--- config.mk ---
export PLATFORM = sky130hd
export DESIGN_NAME = i2c_apb_arbiter
export DESIGN_NICKNAME = d
export VERILOG_FILES = /design/src/rtl/i2c_apb_arb_pkg.sv /design/src/rtl/i2c_rr_arb2.sv /design/src/rtl/i2c_apb_arbiter.sv
export SDC_FILE = /design/constraint.sdc
export NUM_CORES = 1
export LEC_CHECK = 0
export ABC_AREA = 1
export CAP_MARGIN = 20
export CORE_MARGIN = 10
export CORE_UTILIZATION = 36
export CTS_CLUSTER_SIZE = 30
export DETAILED_ROUTE_END_ITERATION = 16
export GPL_TIMING_DRIVEN = 0
export PLACE_DENSITY_LB_ADDON = 0.12
export SYNTH_ARGS = -nofsm -noshare
export SYNTH_HDL_FRONTEND = slang
export SYNTH_HIERARCHICAL = 1
export SYNTH_SLANG_ARGS = --single-unit
--- constraint.sdc ---
create_clock -name pclk_i -period 1.3 [get_ports pclk_i]
set_input_delay 0.39 -clock pclk_i [delete_from_list [all_inputs] [get_ports pclk_i]]
set_output_delay 0.39 -clock pclk_i [all_outputs]
set_load 0.01 [all_outputs]
--- src/rtl/i2c_apb_arb_pkg.sv ---
// Shared types and defaults for the I2C-core APB arbiter.
// Contents: FSM state enum, default parameter values, grant-index helper.
package i2c_apb_arb_pkg;

    localparam int unsigned DEF_ADDR_W      = 8;
    localparam int unsigned DEF_DATA_W      = 8;
    localparam int unsigned DEF_TIMEOUT_CYC = 255;

    // One transaction in flight: accept -> APB setup -> APB access -> response.
    typedef enum logic [1:0] {
        ST_IDLE   = 2'd0,
        ST_SETUP  = 2'd1,
        ST_ACCESS = 2'd2,
        ST_RESP   = 2'd3
    } state_t;

    // Requester index to one-hot strobe vector.
    function automatic logic [1:0] idx_to_onehot(input logic idx);
        return idx ? 2'b10 : 2'b01;
    endfunction

endpackage

--- src/rtl/i2c_rr_arb2.sv ---
// Two-way round-robin grant selection (purely combinational).
// Ports:
//   valid   [1:0] per-requester request
//   last          index of the requester granted most recently
//   grant_c [1:0] one-hot grant, zero when nothing is requested
//   index_c       index of the granted requester
module i2c_rr_arb2
    import i2c_apb_arb_pkg::*;
(
    input  logic [1:0] valid,
    input  logic       last,
    output logic [1:0] grant_c,
    output logic       index_c
);

    // Under contention the requester not served last wins.
    always_comb begin
        grant_c = 2'b00;
        index_c = 1'b0;
        case (valid)
            2'b01: begin
                grant_c = 2'b01;
                index_c = 1'b0;
            end
            2'b10: begin
                grant_c = 2'b10;
                index_c = 1'b1;
            end
            2'b11: begin
                index_c = ~last;
                grant_c = idx_to_onehot(~last);
            end
            default: begin
                grant_c = 2'b00;
                index_c = 1'b0;
            end
        endcase
    end

endmodule

--- src/rtl/i2c_apb_arbiter.sv ---
// Arbitrates two command requesters onto a single APB master port that
// drives the I2C core register slave. One transaction is in flight at a time.
// Optional feature: define I2C_APB_ARB_TIMEOUT_EN to abort an ACCESS phase
// after TIMEOUT_CYC wait cycles and return rsp_err_o=1.
// Ports:
//   pclk_i, preset_i          clock, synchronous active-high reset
//   req_valid_i/req_write_i   per-requester command valid / direction
//   req_addr_i/req_wdata_i    per-requester address / write data, slice r
//   req_ready_o               one-cycle accept pulse per requester
//   rsp_valid_o               one-cycle response pulse per requester
//   rsp_rdata_o, rsp_err_o    response data / timeout flag, held between responses
//   psel_o ... pready_i       APB master interface
module i2c_apb_arbiter
    import i2c_apb_arb_pkg::*;
#(
    parameter int unsigned ADDR_W      = DEF_ADDR_W,
    parameter int unsigned DATA_W      = DEF_DATA_W,
    parameter int unsigned TIMEOUT_CYC = DEF_TIMEOUT_CYC
) (
    input  logic                pclk_i,
    input  logic                preset_i,
    input  logic [1:0]          req_valid_i,
    input  logic [1:0]          req_write_i,
    input  logic [2*ADDR_W-1:0] req_addr_i,
    input  logic [2*DATA_W-1:0] req_wdata_i,
    output logic [1:0]          req_ready_o,
    output logic [1:0]          rsp_valid_o,
    output logic [DATA_W-1:0]   rsp_rdata_o,
    output logic                rsp_err_o,
    output logic                psel_o,
    output logic                penable_o,
    output logic                pwrite_o,
    output logic [ADDR_W-1:0]   paddr_o,
    output logic [DATA_W-1:0]   pwdata_o,
    input  logic [DATA_W-1:0]   prdata_i,
    input  logic                pready_i
);

    state_t              state_q, state_d;
    logic                grant_q, grant_d;
    logic                last_q, last_d;
    logic                cmd_write_q, cmd_write_d;
    logic [ADDR_W-1:0]   cmd_addr_q, cmd_addr_d;
    logic [DATA_W-1:0]   cmd_wdata_q, cmd_wdata_d;
    logic [1:0]          req_ready_q, req_ready_d;
    logic [1:0]          rsp_valid_q, rsp_valid_d;
    logic [DATA_W-1:0]   rsp_rdata_q, rsp_rdata_d;
    logic                psel_q, psel_d;
    logic                penable_q, penable_d;

    logic [1:0]          arb_grant_c;
    logic                arb_index_c;
    logic [ADDR_W-1:0]   sel_addr_c;
    logic [DATA_W-1:0]   sel_wdata_c;

`ifdef I2C_APB_ARB_TIMEOUT_EN
    localparam int unsigned CNT_W = (TIMEOUT_CYC > 1) ? $clog2(TIMEOUT_CYC) : 1;

    logic [CNT_W-1:0]    wait_cnt_q, wait_cnt_d;
    logic                rsp_err_q, rsp_err_d;
    logic                timeout_c;

    // Last permitted wait cycle of ACCESS with pready_i still low.
    assign timeout_c = (wait_cnt_q == CNT_W'(TIMEOUT_CYC - 1));
    assign rsp_err_o = rsp_err_q;
`else
    logic                unused_timeout;

    assign unused_timeout = ^TIMEOUT_CYC;
    assign rsp_err_o      = 1'b0;
`endif

    i2c_rr_arb2 u_rr_arb (
        .valid   (req_valid_i),
        .last    (last_q),
        .grant_c (arb_grant_c),
        .index_c (arb_index_c)
    );

    // Command fields of the requester that wins this cycle.
    assign sel_addr_c  = arb_index_c ? req_addr_i[2*ADDR_W-1 -: ADDR_W]
                                     : req_addr_i[ADDR_W-1:0];
    assign sel_wdata_c = arb_index_c ? req_wdata_i[2*DATA_W-1 -: DATA_W]
                                     : req_wdata_i[DATA_W-1:0];

    // Next-state and next-output logic.
    always_comb begin
        state_d     = state_q;
        grant_d     = grant_q;
        last_d      = last_q;
        cmd_write_d = cmd_write_q;
        cmd_addr_d  = cmd_addr_q;
        cmd_wdata_d = cmd_wdata_q;
        req_ready_d = 2'b00;
        rsp_valid_d = 2'b00;
        rsp_rdata_d = rsp_rdata_q;
`ifdef I2C_APB_ARB_TIMEOUT_EN
        wait_cnt_d  = wait_cnt_q;
        rsp_err_d   = rsp_err_q;
`endif

        case (state_q)
            ST_IDLE: begin
                if (arb_grant_c != 2'b00) begin
                    req_ready_d = arb_grant_c;
                    grant_d     = arb_index_c;
                    last_d      = arb_index_c;
                    cmd_write_d = req_write_i[arb_index_c];
                    cmd_addr_d  = sel_addr_c;
                    cmd_wdata_d = sel_wdata_c;
                    state_d     = ST_SETUP;
                end
            end
            ST_SETUP: begin
                state_d = ST_ACCESS;
`ifdef I2C_APB_ARB_TIMEOUT_EN
                wait_cnt_d = '0;
`endif
            end
            ST_ACCESS: begin
                if (pready_i) begin
                    // Writes return zero data.
                    rsp_rdata_d = cmd_write_q ? '0 : prdata_i;
                    rsp_valid_d = idx_to_onehot(grant_q);
                    state_d     = ST_RESP;
`ifdef I2C_APB_ARB_TIMEOUT_EN
                    rsp_err_d   = 1'b0;
                end else if (timeout_c) begin
                    rsp_rdata_d = '0;
                    rsp_err_d   = 1'b1;
                    rsp_valid_d = idx_to_onehot(grant_q);
                    state_d     = ST_RESP;
                end else begin
                    wait_cnt_d  = wait_cnt_q + 1'b1;
`endif
                end
            end
            ST_RESP: begin
                state_d = ST_IDLE;
            end
            default: begin
                state_d = ST_IDLE;
            end
        endcase

        // APB strobes follow the phase being entered so they stay registered.
        psel_d    = (state_d == ST_SETUP) || (state_d == ST_ACCESS);
        penable_d = (state_d == ST_ACCESS);
    end

    // State and output registers.
    always_ff @(posedge pclk_i) begin
        if (preset_i) begin
            state_q     <= ST_IDLE;
            grant_q     <= 1'b0;
            last_q      <= 1'b1;
            cmd_write_q <= 1'b0;
            cmd_addr_q  <= '0;
            cmd_wdata_q <= '0;
            req_ready_q <= 2'b00;
            rsp_valid_q <= 2'b00;
            rsp_rdata_q <= '0;
            psel_q      <= 1'b0;
            penable_q   <= 1'b0;
`ifdef I2C_APB_ARB_TIMEOUT_EN
            wait_cnt_q  <= '0;
            rsp_err_q   <= 1'b0;
`endif
        end else begin
            state_q     <= state_d;
            grant_q     <= grant_d;
            last_q      <= last_d;
            cmd_write_q <= cmd_write_d;
            cmd_addr_q  <= cmd_addr_d;
            cmd_wdata_q <= cmd_wdata_d;
            req_ready_q <= req_ready_d;
            rsp_valid_q <= rsp_valid_d;
            rsp_rdata_q <= rsp_rdata_d;
            psel_q      <= psel_d;
            penable_q   <= penable_d;
`ifdef I2C_APB_ARB_TIMEOUT_EN
            wait_cnt_q  <= wait_cnt_d;
            rsp_err_q   <= rsp_err_d;
`endif
        end
    end

    assign req_ready_o = req_ready_q;
    assign rsp_valid_o = rsp_valid_q;
    assign rsp_rdata_o = rsp_rdata_q;
    assign psel_o      = psel_q;
    assign penable_o   = penable_q;
    assign pwrite_o    = cmd_write_q;
    assign paddr_o     = cmd_addr_q;
    assign pwdata_o    = cmd_wdata_q;

endmodule

==> impl_results.html, run 1 <==
<table>
<tr><th>Metric</th><th>Value</th></tr>
<tr><th colspan="2">Setup path</th></tr>
<tr><td>Maximum cell stage delay along the critical path</td><td>0.30 ns</td></tr>
<tr><td>CP Buf/Inv Count</td><td>1</td></tr>
<tr><td>Worst endpoint required time</td><td>0.91 ns</td></tr>
<tr><td>Startpoint-to-endpoint class of the critical path</td><td>flip-flop to output port</td></tr>
<tr><td>R2R Path End</td><td>psel_o</td></tr>
<tr><td>Worst R2R Start</td><td>state_q[0]</td></tr>
<tr><td>Startpoint type of the worst setup path</td><td>flip-flop</td></tr>
<tr><td>Depth of the worst register-to-register path</td><td>7</td></tr>
<tr><td>Critical path's slowest cell</td><td>sky130_fd_sc_hd__dfxtp_1</td></tr>
<tr><td>Crit path cell chain</td><td>dlygate4sd2_1</td></tr>
<tr><td>Cell class contributing the biggest share of worst-path delay</td><td>flip-flops</td></tr>
<tr><td>Sort of element at the end of the critical path</td><td>output port</td></tr>
<tr><td>Register-to-register setup slack</td><td>0.08 ns</td></tr>
<tr><td>Largest fanout on the critical path</td><td>1</td></tr>
<tr><td>Data arrival time of the worst path</td><td>0.86 ns</td></tr>
<tr><th colspan="2">Pwr</th></tr>
<tr><td>Total net switching power</td><td>0.001866 W</td></tr>
<tr><td>Switching share of power</td><td>0.3762</td></tr>
<tr><td>PwrDens</td><td>1824 mW/mm^2</td></tr>
<tr><td>Internal power summed over all cells</td><td>0.003095 W</td></tr>
<tr><td>Part of the total power dissipated in sequential elements</td><td>0.327</td></tr>
<tr><td>Leakage component of the power</td><td>1.322 nW</td></tr>
<tr><td>Fraction of power consumed by combinational cells</td><td>0.517</td></tr>
<tr><td>Peak supply drop</td><td>0.8804 mV</td></tr>
<tr><td>Clock share of power</td><td>0.156</td></tr>
<tr><th colspan="2">Die</th></tr>
<tr><td>Number of primary I/O pins</td><td>79</td></tr>
<tr><td>Area enclosed by the die boundary</td><td>0.007702 mm^2</td></tr>
<tr><td>Count of standard-cell rows</td><td>24</td></tr>
<tr><td>Die H</td><td>87.76 um</td></tr>
<tr><td>Initial standard-cell utilization of the core</td><td>0.3744</td></tr>
<tr><td>Die X</td><td>87.76 um</td></tr>
<tr><td>Area of the placeable core</td><td>0.004414 mm^2</td></tr>
<tr><th colspan="2">Placed design</th></tr>
<tr><td>I/O Buffers</td><td>76</td></tr>
<tr><td>Final Wtd Congestion</td><td>0.6841</td></tr>
<tr><td>Post-placement cell count</td><td>375</td></tr>
<tr><td>Sum of net half-perimeters after detailed placement</td><td>3530 um</td></tr>
<tr><td>Worst slack, placed</td><td>-0.5042 ns</td></tr>
<tr><th colspan="2">Timing</th></tr>
<tr><td>Hold violation count in the final report</td><td>0</td></tr>
<tr><td>Minimum setup slack in the final design</td><td>0.04848 ns</td></tr>
<tr><td>Final worst path period share</td><td>0.9627</td></tr>
<tr><td>Final worst clock skew</td><td>0.008599 ns</td></tr>
<tr><td>Final worst path period need</td><td>1.252 ns</td></tr>
<tr><td>RSZ-0062 raised after global routing</td><td>no</td></tr>
<tr><td>Max Transition Viols Final</td><td>0</td></tr>
<tr><td>Maximum clock rate</td><td>799.0 MHz</td></tr>
<tr><td>Final setup violation count</td><td>0</td></tr>
<tr><th colspan="2">Global routing</th></tr>
<tr><td>GRT Residual Overflow</td><td>0</td></tr>
<tr><td>First-pass GRT wire length</td><td>7748 um</td></tr>
<tr><td>Largest net degree at the start of global routing</td><td>12</td></tr>
<tr><td>Total Routing Usage GR</td><td>0.1264</td></tr>
<tr><td>Antenna violations before repair</td><td>0</td></tr>
<tr><td>Via count of the first global-routing pass</td><td>1637</td></tr>
<tr><th colspan="2">Min path</th></tr>
<tr><td>Kind of path behind the tightest hold check</td><td>input pin to flip-flop</td></tr>
<tr><td>Worst Hold Path EP</td><td>state_q[1]</td></tr>
<tr><td>Critical hold path startpoint</td><td>preset_i</td></tr>
<tr><td>Instance count along the most critical hold path</td><td>2</td></tr>
<tr><th colspan="2">Drt</th></tr>
<tr><td>Post-detailed-route via-to-cell ratio</td><td>4.322</td></tr>
<tr><td>Detailed-routed wire length on met2</td><td>2175 um</td></tr>
<tr><td>Number of vias in the routed layout</td><td>1703</td></tr>
<tr><td>Wire length on met1</td><td>2003 um</td></tr>
<tr><td>Total detailed-routing wirelength</td><td>4857 um</td></tr>
<tr><td>1st-pass router iterations</td><td>4</td></tr>
<tr><td>Routed length per instance</td><td>12.33 um</td></tr>
<tr><td>Top routing layer in use</td><td>met4</td></tr>
<tr><td>Routed wire length on met3</td><td>643 um</td></tr>
<tr><td>Final ANT Viol Nets</td><td>0</td></tr>
<tr><td>Remaining routing DRC violations</td><td>0</td></tr>
<tr><td>Number of violations reported at the end of detailed-routing iteration 0</td><td>64</td></tr>
<tr><th colspan="2">Clock tree</th></tr>
<tr><td>Number of H-tree branching levels</td><td>2</td></tr>
<tr><td>CTS tree</td><td>built</td></tr>
<tr><td>Num CTS Buffers</td><td>5</td></tr>
<tr><td>Insertion delay of the later-clocked pin in the worst-skew pair</td><td>0.29 ns</td></tr>
<tr><td>Root buffer cell</td><td>sky130_fd_sc_hd__clkbuf_8</td></tr>
<tr><td>Clock-pin transition on the worst setup and hold timing paths</td><td>0.07 ns</td></tr>
<tr><td>Deepest clock path buffer count</td><td>2</td></tr>
<tr><td>Clock Sinks</td><td>35</td></tr>
<tr><td>Number of buffers inserted by hold repair at cts</td><td>0</td></tr>
<tr><th colspan="2">Layout</th></tr>
<tr><td>Filler-free cell count of the finished design</td><td>394</td></tr>
<tr><td>Ant diodes</td><td>0</td></tr>
<tr><td>Seq. cell area</td><td>706.9 um^2</td></tr>
<tr><td>Fraction of layout instances using a drive strength above 1</td><td>0.1842</td></tr>
<tr><td>Utilization after layout</td><td>0.6162</td></tr>
<tr><td>Net count, final</td><td>392</td></tr>
<tr><td>Area of the multi-input gates</td><td>779.5 um^2</td></tr>
<tr><td>Synthesis-to-finish area growth</td><td>64.57%</td></tr>
<tr><td>Number of filler cells placed in the layout</td><td>424</td></tr>
<tr><th colspan="2">Synthesis</th></tr>
<tr><td>Cells taking the most area after synthesis</td><td>sky130_fd_sc_hd__dfxtp_1 42%, sky130_fd_sc_hd__nand2_1 15%, sky130_fd_sc_hd__inv_1 9.3%</td></tr>
<tr><td>Number of library cell types mapped by synthesis</td><td>20</td></tr>
<tr><td>Synthesized net count</td><td>298</td></tr>
<tr><td>Register bit total from synthesis</td><td>35</td></tr>
<tr><td>Synthesized area divided by synthesized cell count</td><td>6.692 um^2</td></tr>
<tr><td>Sequential-to-total area share from yosys stat</td><td>0.4239</td></tr>
<tr><td>Top cell type's share of synthesized area</td><td>0.4239</td></tr>
<tr><td>Netlist area before placement</td><td>0.001653 mm^2</td></tr>
<tr><td>Count of warnings emitted by yosys</td><td>6</td></tr>
<tr><td>Cell count after synthesis</td><td>247</td></tr>
<tr><td>Cell taking the most area after synthesis</td><td>sky130_fd_sc_hd__dfxtp_1</td></tr>
<tr><th colspan="2">Flow run</th></tr>
<tr><td>Total of max-cap violations</td><td>0</td></tr>
<tr><th colspan="2">Run status</th></tr>
<tr><td>Outcome</td><td>complete, no violations</td></tr>
</table>
==> metal layers <==
layer  global-route usage  vias to the layer above
met1               0.1387                      722
li1                     -                      923
met4              0.04348                        0
met5                    0                        -
met2               0.1938                       53
met3              0.08171                        5
==> final cells by class <==
cell class                 instances  share of cell area
multi-input combinational        157              0.2866
sequential                        35              0.2599
tap                               52             0.02392
timing repair buffer              87              0.2921
clock inverter                     2            0.004600
clock buffer                       6             0.02668
buffer                            12             0.04508
inverter                          43             0.06118
==> layout by cell type, fill, tap and decap left out <==
| cell type | count |
|---|---|
| sky130_fd_sc_hd__clkinvlp_4 | 1 |
| sky130_fd_sc_hd__clkbuf_1 | 1 |
| sky130_fd_sc_hd__nor2_2 | 1 |
| sky130_fd_sc_hd__inv_1 | 38 |
| sky130_fd_sc_hd__buf_6 | 8 |
| sky130_fd_sc_hd__nor2_4 | 1 |
| sky130_fd_sc_hd__a21oi_1 | 2 |
| sky130_fd_sc_hd__ha_1 | 2 |
| sky130_fd_sc_hd__a21oi_4 | 1 |
| sky130_fd_sc_hd__buf_4 | 9 |
| sky130_fd_sc_hd__inv_2 | 3 |
| sky130_fd_sc_hd__clkdlybuf4s15_1 | 14 |
| sky130_fd_sc_hd__nor3_2 | 1 |
| sky130_fd_sc_hd__o21ai_1 | 25 |
| sky130_fd_sc_hd__nand2_8 | 1 |
| sky130_fd_sc_hd__nand2_4 | 1 |
| sky130_fd_sc_hd__buf_16 | 1 |
| sky130_fd_sc_hd__nor3_1 | 1 |
| sky130_fd_sc_hd__nand2_2 | 2 |
| sky130_fd_sc_hd__clkbuf_2 | 13 |
| sky130_fd_sc_hd__ha_4 | 2 |
| sky130_fd_sc_hd__conb_1 | 1 |
| sky130_fd_sc_hd__nand2_1 | 64 |
| sky130_fd_sc_hd__nand3_1 | 10 |
| sky130_fd_sc_hd__dfxtp_4 | 1 |
| sky130_fd_sc_hd__dfxtp_1 | 32 |
| sky130_fd_sc_hd__o21ai_4 | 1 |
| sky130_fd_sc_hd__buf_8 | 2 |
| sky130_fd_sc_hd__inv_4 | 2 |
| sky130_fd_sc_hd__nand3b_1 | 1 |
| sky130_fd_sc_hd__buf_2 | 3 |
| sky130_fd_sc_hd__clkinv_2 | 1 |
| sky130_fd_sc_hd__nand3_2 | 1 |
| sky130_fd_sc_hd__nand4_1 | 1 |
| sky130_fd_sc_hd__dfxtp_2 | 2 |
| sky130_fd_sc_hd__clkdlybuf4s50_1 | 42 |
| sky130_fd_sc_hd__clkbuf_8 | 5 |
| sky130_fd_sc_hd__nor2_1 | 38 |
| sky130_fd_sc_hd__dlygate4sd2_1 | 7 |
==> state kept, by name, summed over array words and instances (netlist names) <==
name / count
grant_q: 1
last_q: 1
paddr_o: 8
penable_o: 1
psel_o: 1
pwdata_o: 8
pwrite_o: 1
req_ready_o: 2
rsp_rdata_o: 8
rsp_valid_o: 2
state_q: 2
==> synth_stat cells <==
library cell	number
sky130_fd_sc_hd__conb_1	1
sky130_fd_sc_hd__nand4_1	1
sky130_fd_sc_hd__buf_2	5
sky130_fd_sc_hd__nor2_1	40
sky130_fd_sc_hd__o21ai_1	25
sky130_fd_sc_hd__dfxtp_1	35
sky130_fd_sc_hd__buf_6	3
sky130_fd_sc_hd__inv_1	41
sky130_fd_sc_hd__nand3b_1	1
sky130_fd_sc_hd__nor3_1	2
sky130_fd_sc_hd__nand2_1	68
sky130_fd_sc_hd__buf_4	3
sky130_fd_sc_hd__inv_4	1
sky130_fd_sc_hd__nand3_1	10
sky130_fd_sc_hd__ha_1	4
sky130_fd_sc_hd__o21ai_2	1
sky130_fd_sc_hd__inv_2	1
sky130_fd_sc_hd__nand3_2	1
sky130_fd_sc_hd__buf_8	1
sky130_fd_sc_hd__a21oi_1	3
==> how the worst max path moves through the flow <==
| stage | start | to | depth (start not counted) |
|---|---|---|---|
| finish | req_ready_o[0] | req_ready_o[0] | 1 |
| global placement | req_valid_i[1] | pwdata_o[7] | 8 |
| floorplan | state_q[0] | psel_o | 7 |
| detailed placement | req_valid_i[1] | paddr_o[7] | 8 |
| CTS | pwdata_o[5] | pwdata_o[5] | 1 |
| global route | req_valid_i[1] | psel_o | 9 |
==> what timing repair did <==
item	in CTS	in global routing
pin swaps	3	7
cloned	3	0
gates resized for setup	63	48
buffers inserted	5	3
endpoints found under the setup margin	54	46
==> kinds of logic after synthesis <==
logic type / share of synthesized area
buffers and inverters: 0.1575
other: 0.002269
AO/OA/AOI/OAI: 0.09008
adder cells (fa/ha/maj): 0.03028
flip-flops: 0.4239
AND/OR/NAND/NOR: 0.2960
==> power by group through the flow <==
stage,logic [W],clock network (W),registers (W)
detailed placement,0.00231,0,0.00162
floorplan,0.00112,0,0.00176
global route,0.00286,0.000845,0.00167
finish,0.00256,0.000773,0.00162
CTS,0.00253,0.000799,0.00159
global placement,0.00228,0,0.00160
==> metrics by stage <==
step	hold WS [ns]	cell area [um^2]	power, W	setup TNS, ns
after floorplan	0.4132	1655	0.002884	0
after global placement	0.4302	2481	0.003885	-11.92
after detailed placement	0.4389	2481	0.003927	-11.76
after CTS	0.3784	2684	0.004921	0
after global routing	0.3952	2720	0.005380	0
final	0.3909	2720	0.004961	0
Note: power is estimated with default switching activity, not from simulation.
==> inputs of run 2 (changes only) <==
--- a/config.mk
+++ b/config.mk
@@ -8,12 +8,11 @@
 export ABC_AREA = 1
 export CAP_MARGIN = 20
 export CORE_MARGIN = 10
-export CORE_UTILIZATION = 36
+export CORE_UTILIZATION = 37
 export CTS_CLUSTER_SIZE = 30
 export DETAILED_ROUTE_END_ITERATION = 16
 export GPL_TIMING_DRIVEN = 0
 export PLACE_DENSITY_LB_ADDON = 0.12
 export SYNTH_ARGS = -nofsm -noshare
 export SYNTH_HDL_FRONTEND = slang
-export SYNTH_HIERARCHICAL = 1
 export SYNTH_SLANG_ARGS = --single-unit
==> run 2 against run 1 <==
Clock skew down 0.0010 ns. Maximum frequency down 0.32%. Combinational power is 13% lower. Critical path type unchanged. Largest cell class unchanged.
==> impl_results.html, run 2 <==
<table>
<tr><th>Metric</th><th>Value</th></tr>
<tr><th colspan="2">Die</th></tr>
<tr><td>Number of primary I/O pins</td><td>79 (unchanged)</td></tr>
<tr><td>Count of standard-cell rows</td><td>24 (unchanged)</td></tr>
<tr><td>Area enclosed by the die boundary</td><td>0.007611 mm^2 (-1.2%)</td></tr>
<tr><td>Area of the placeable core</td><td>0.004354 mm^2 (-1.4%)</td></tr>
<tr><td>Die X</td><td>87.24 um (-0.59%)</td></tr>
<tr><td>Initial standard-cell utilization of the core</td><td>0.3842 (+0.009762)</td></tr>
<tr><td>Die H</td><td>87.24 um (-0.59%)</td></tr>
<tr><th colspan="2">Synthesis</th></tr>
<tr><td>Xor and xnor fraction of the mapped netlist area</td><td>0 (unchanged)</td></tr>
<tr><td>Largest family of logic cells by synthesized area</td><td>simple AND/OR/NAND/NOR gates</td></tr>
<tr><td>Commonest cells post-synth</td><td>78 x sky130_fd_sc_hd__nand2_1, 41 x sky130_fd_sc_hd__nor2_1, 35 x sky130_fd_sc_hd__dfxtp_1</td></tr>
<tr><td>Dominant synthesized flop cell</td><td>sky130_fd_sc_hd__dfxtp_1</td></tr>
<tr><td>Fraction of synthesis flops using an asynchronous set or reset pin</td><td>0 (unchanged)</td></tr>
<tr><td>Cells taking the most area after synthesis</td><td>sky130_fd_sc_hd__dfxtp_1 42%, sky130_fd_sc_hd__nand2_1 18%, sky130_fd_sc_hd__nor2_1 9.2%</td></tr>
<tr><td>Number of synthesized flops with an enable pin</td><td>0 (unchanged)</td></tr>
<tr><td>Top cell type's share of synthesized area</td><td>0.4188 (-0.005073)</td></tr>
<tr><td>Post-synthesis mux area share</td><td>0 (unchanged)</td></tr>
<tr><td>Post-synthesis simple-gate area fraction</td><td>0.3942 (+0.09818)</td></tr>
<tr><td>Cell taking the most area after synthesis</td><td>sky130_fd_sc_hd__dfxtp_1</td></tr>
<tr><td>Register bit total from synthesis</td><td>35 (unchanged)</td></tr>
<tr><td>Count of warnings emitted by yosys</td><td>0 (-6)</td></tr>
<tr><td>Netlist area before placement</td><td>0.001673 mm^2 (+1.2%)</td></tr>
<tr><td>Synthesized net count</td><td>295 (-1.0%)</td></tr>
<tr><td>Most frequently used cell type in the post-synthesis netlist</td><td>sky130_fd_sc_hd__nand2_1</td></tr>
<tr><td>Number of library cell types mapped by synthesis</td><td>19 (-5.0%)</td></tr>
<tr><td>Area fraction in compound gates after synthesis</td><td>0.03291 (-0.05717)</td></tr>
<tr><td>Adder and majority gate portion of the synthesized area</td><td>0.02992 (-0.0003624)</td></tr>
<tr><td>Synthesized area divided by synthesized cell count</td><td>6.856 um^2 (+2.5%)</td></tr>
<tr><td>Cell count after synthesis</td><td>244 (-1.2%)</td></tr>
<tr><td>Sequential-to-total area share from yosys stat</td><td>0.4188 (-0.005073)</td></tr>
<tr><th colspan="2">Min path</th></tr>
<tr><td>Kind of path behind the tightest hold check</td><td>input pin to flip-flop</td></tr>
<tr><th colspan="2">Drt</th></tr>
<tr><td>Routed length per instance</td><td>12.37 um (+0.31%)</td></tr>
<tr><td>Wire length on met1</td><td>1940 um (-3.1%)</td></tr>
<tr><td>Number of violations reported at the end of detailed-routing iteration 0</td><td>50 (-22%)</td></tr>
<tr><td>Total detailed-routing wirelength</td><td>4798 um (-1.2%)</td></tr>
<tr><td>Detailed-routed wire length on met2</td><td>2320 um (+6.7%)</td></tr>
<tr><td>1st-pass router iterations</td><td>4 (unchanged)</td></tr>
<tr><td>Final ANT Viol Nets</td><td>0 (unchanged)</td></tr>
<tr><td>Remaining routing DRC violations</td><td>0 (unchanged)</td></tr>
<tr><td>Number of vias in the routed layout</td><td>1702 (-0.059%)</td></tr>
<tr><td>Post-detailed-route via-to-cell ratio</td><td>4.387 (+1.5%)</td></tr>
<tr><td>Routed wire length on met3</td><td>477 um (-26%)</td></tr>
<tr><td>Top routing layer in use</td><td>met4</td></tr>
<tr><th colspan="2">Setup path</th></tr>
<tr><td>Sort of element at the end of the critical path</td><td>output port</td></tr>
<tr><td>Maximum cell stage delay along the critical path</td><td>0.30 ns (about the same)</td></tr>
<tr><td>Startpoint type of the worst setup path</td><td>flip-flop</td></tr>
<tr><td>Crit path cell chain</td><td>dlygate4sd2_1</td></tr>
<tr><td>Largest fanout on the critical path</td><td>1 (unchanged)</td></tr>
<tr><td>Worst endpoint required time</td><td>0.91 ns (about the same)</td></tr>
<tr><td>Startpoint-to-endpoint class of the critical path</td><td>flip-flop to output port</td></tr>
<tr><td>Data arrival time of the worst path</td><td>0.87 ns (about the same)</td></tr>
<tr><td>Cell class contributing the biggest share of worst-path delay</td><td>flip-flops</td></tr>
<tr><td>CP Buf/Inv Count</td><td>1 (unchanged)</td></tr>
<tr><td>Critical path's slowest cell</td><td>sky130_fd_sc_hd__dfxtp_1</td></tr>
<tr><th colspan="2">Placed design</th></tr>
<tr><td>Sum of net half-perimeters after detailed placement</td><td>3626 um (+2.7%)</td></tr>
<tr><td>I/O Buffers</td><td>76 (unchanged)</td></tr>
<tr><td>Worst slack, placed</td><td>-0.4518 ns (+0.05238 ns)</td></tr>
<tr><td>Final Wtd Congestion</td><td>0.7260 (+6.1%)</td></tr>
<tr><th colspan="2">Global routing</th></tr>
<tr><td>First-pass GRT wire length</td><td>7797 um (+0.63%)</td></tr>
<tr><td>Antenna violations before repair</td><td>1 (+1)</td></tr>
<tr><td>GRT Residual Overflow</td><td>0 (unchanged)</td></tr>
<tr><td>Largest net degree at the start of global routing</td><td>12 (unchanged)</td></tr>
<tr><td>Via count of the first global-routing pass</td><td>1657 (+1.2%)</td></tr>
<tr><td>Total Routing Usage GR</td><td>0.1295 (+0.003085)</td></tr>
<tr><th colspan="2">Timing</th></tr>
<tr><td>Final worst clock skew</td><td>0.007584 ns (-0.001015 ns)</td></tr>
<tr><td>Minimum setup slack in the final design</td><td>0.04441 ns (-0.004070 ns)</td></tr>
<tr><td>Max Transition Viols Final</td><td>0 (unchanged)</td></tr>
<tr><td>Final setup violation count</td><td>0 (unchanged)</td></tr>
<tr><td>RSZ-0062 raised after global routing</td><td>yes</td></tr>
<tr><td>Final worst path period share</td><td>0.9658 (+0.003130)</td></tr>
<tr><td>Final worst path period need</td><td>1.256 ns (+0.004070 ns)</td></tr>
<tr><td>Maximum clock rate</td><td>796.4 MHz (-0.32%)</td></tr>
<tr><td>Hold violation count in the final report</td><td>0 (unchanged)</td></tr>
<tr><th colspan="2">Pwr</th></tr>
<tr><td>Leakage component of the power</td><td>1.302 nW (-1.5%)</td></tr>
<tr><td>Design Power</td><td>0.004812 W (-3.0%)</td></tr>
<tr><td>Peak supply drop</td><td>0.9884 mV (+12%)</td></tr>
<tr><td>PwrDens</td><td>1834 mW/mm^2 (+0.55%)</td></tr>
<tr><th colspan="2">Layout</th></tr>
<tr><td>Commonest non-fill, non-tap cell in the layout</td><td>sky130_fd_sc_hd__nand2_1</td></tr>
<tr><td>Most frequent cells in the layout</td><td>77 x sky130_fd_sc_hd__nand2_1, 42 x sky130_fd_sc_hd__clkdlybuf4s50_1, 41 x sky130_fd_sc_hd__nor2_1</td></tr>
<tr><td>Fraction of layout instances using a drive strength above 1</td><td>0.1851 (+0.0008641)</td></tr>
<tr><td>Net count, final</td><td>385 (-1.8%)</td></tr>
<tr><td>Synthesis-to-finish area growth</td><td>56.84%</td></tr>
<tr><th colspan="2">Clock tree</th></tr>
<tr><td>Num CTS Buffers</td><td>5 (unchanged)</td></tr>
<tr><td>Root buffer cell</td><td>sky130_fd_sc_hd__clkbuf_8</td></tr>
<tr><td>Clock Sinks</td><td>35 (unchanged)</td></tr>
<tr><td>Number of H-tree branching levels</td><td>2 (unchanged)</td></tr>
<tr><td>Deepest clock path buffer count</td><td>2 (unchanged)</td></tr>
<tr><td>Insertion delay of the later-clocked pin in the worst-skew pair</td><td>0.29 ns (about the same)</td></tr>
<tr><td>CTS tree</td><td>built</td></tr>
<tr><td>Clock-pin transition on the worst setup and hold timing paths</td><td>0.07 ns (about the same)</td></tr>
<tr><td>Number of buffers inserted by hold repair at cts</td><td>0 (unchanged)</td></tr>
<tr><th colspan="2">Flow run</th></tr>
<tr><td>Total of max-cap violations</td><td>0 (unchanged)</td></tr>
<tr><th colspan="2">Run status</th></tr>
<tr><td>Outcome</td><td>complete, no violations</td></tr>
</table>
==> run 2: final cells by class <==
type                    count  area, um^2
fillers                   398        1730
multi-input cells         172       813.3
repair buffers             83       709.4
flip-flops and latches     35       705.7
plain buffers              12       113.9
inverters                  25       96.34
clock buffers               6       82.58
well taps                  52       65.06
clock inverters             2       35.03
diodes                      1       2.502
==> run 2: layer usage <==
metal / vias to the layer above / track usage
li1: 927 / -
met1: 725 / 0.1343
met2: 45 / 0.2116
met3: 5 / 0.07772
met5: - / 0
met4: 0 / 0.04348
==> run 2: worst paths after layout <==
path | start | end | slack, ns | cells after the start
max reg2reg | state_q[0] | psel_o | 0.08 | 7
min | preset_i | state_q[1] | 0.36 | 2
max | penable_o | penable_o | 0.04 | 1
min reg2reg | grant_q | rsp_valid_o[0] | 0.44 | 1
==> run 2: what timing repair did <==
action / 4_1_cts / 5_1_grt
buffers inserted: 5 / 2
gates resized for setup: 51 / 43
setup endpoints to repair: 54 / 35
pin swaps: 3 / 4
==> run 2: stage by stage <==
stage / area, um^2 / setup TNS [ns] / cells / util / hold slack, ns
after floorplan: 1678 / 0 / 244 / - / 0.4137
after global placement: 2504 / -10.51 / 372 / 0.5750 / 0.4308
after detailed placement: 2504 / -10.40 / 372 / 0.5750 / 0.4366
after CTS: 2658 / 0 / 385 / 0.6103 / 0.3608
after global routing: 2624 / -0.02387 / 388 / 0.6026 / 0.3604
final: 2624 / 0 / 388 / 0.6026 / 0.3600
==> run 2: where the power goes <==
group	internal (W)	switching, W	leakage (nW)	total (W)
logic	0.00103	0.00121	0.952	0.00224
registers	0.00140	0.000159	0.289	0.00156
clock network	0.000620	0.000394	0.0612	0.00101
==> run 2: logic make-up (layout without fill, tap and decap cells) <==
group	count (synthesis)	after routing
adders and majority gates	4	4
and+or+nand+nor	156	156
AOI/OAI and AO/OA	11	11
buffers and inverters	37	128
DFF	35	35
other	1	2
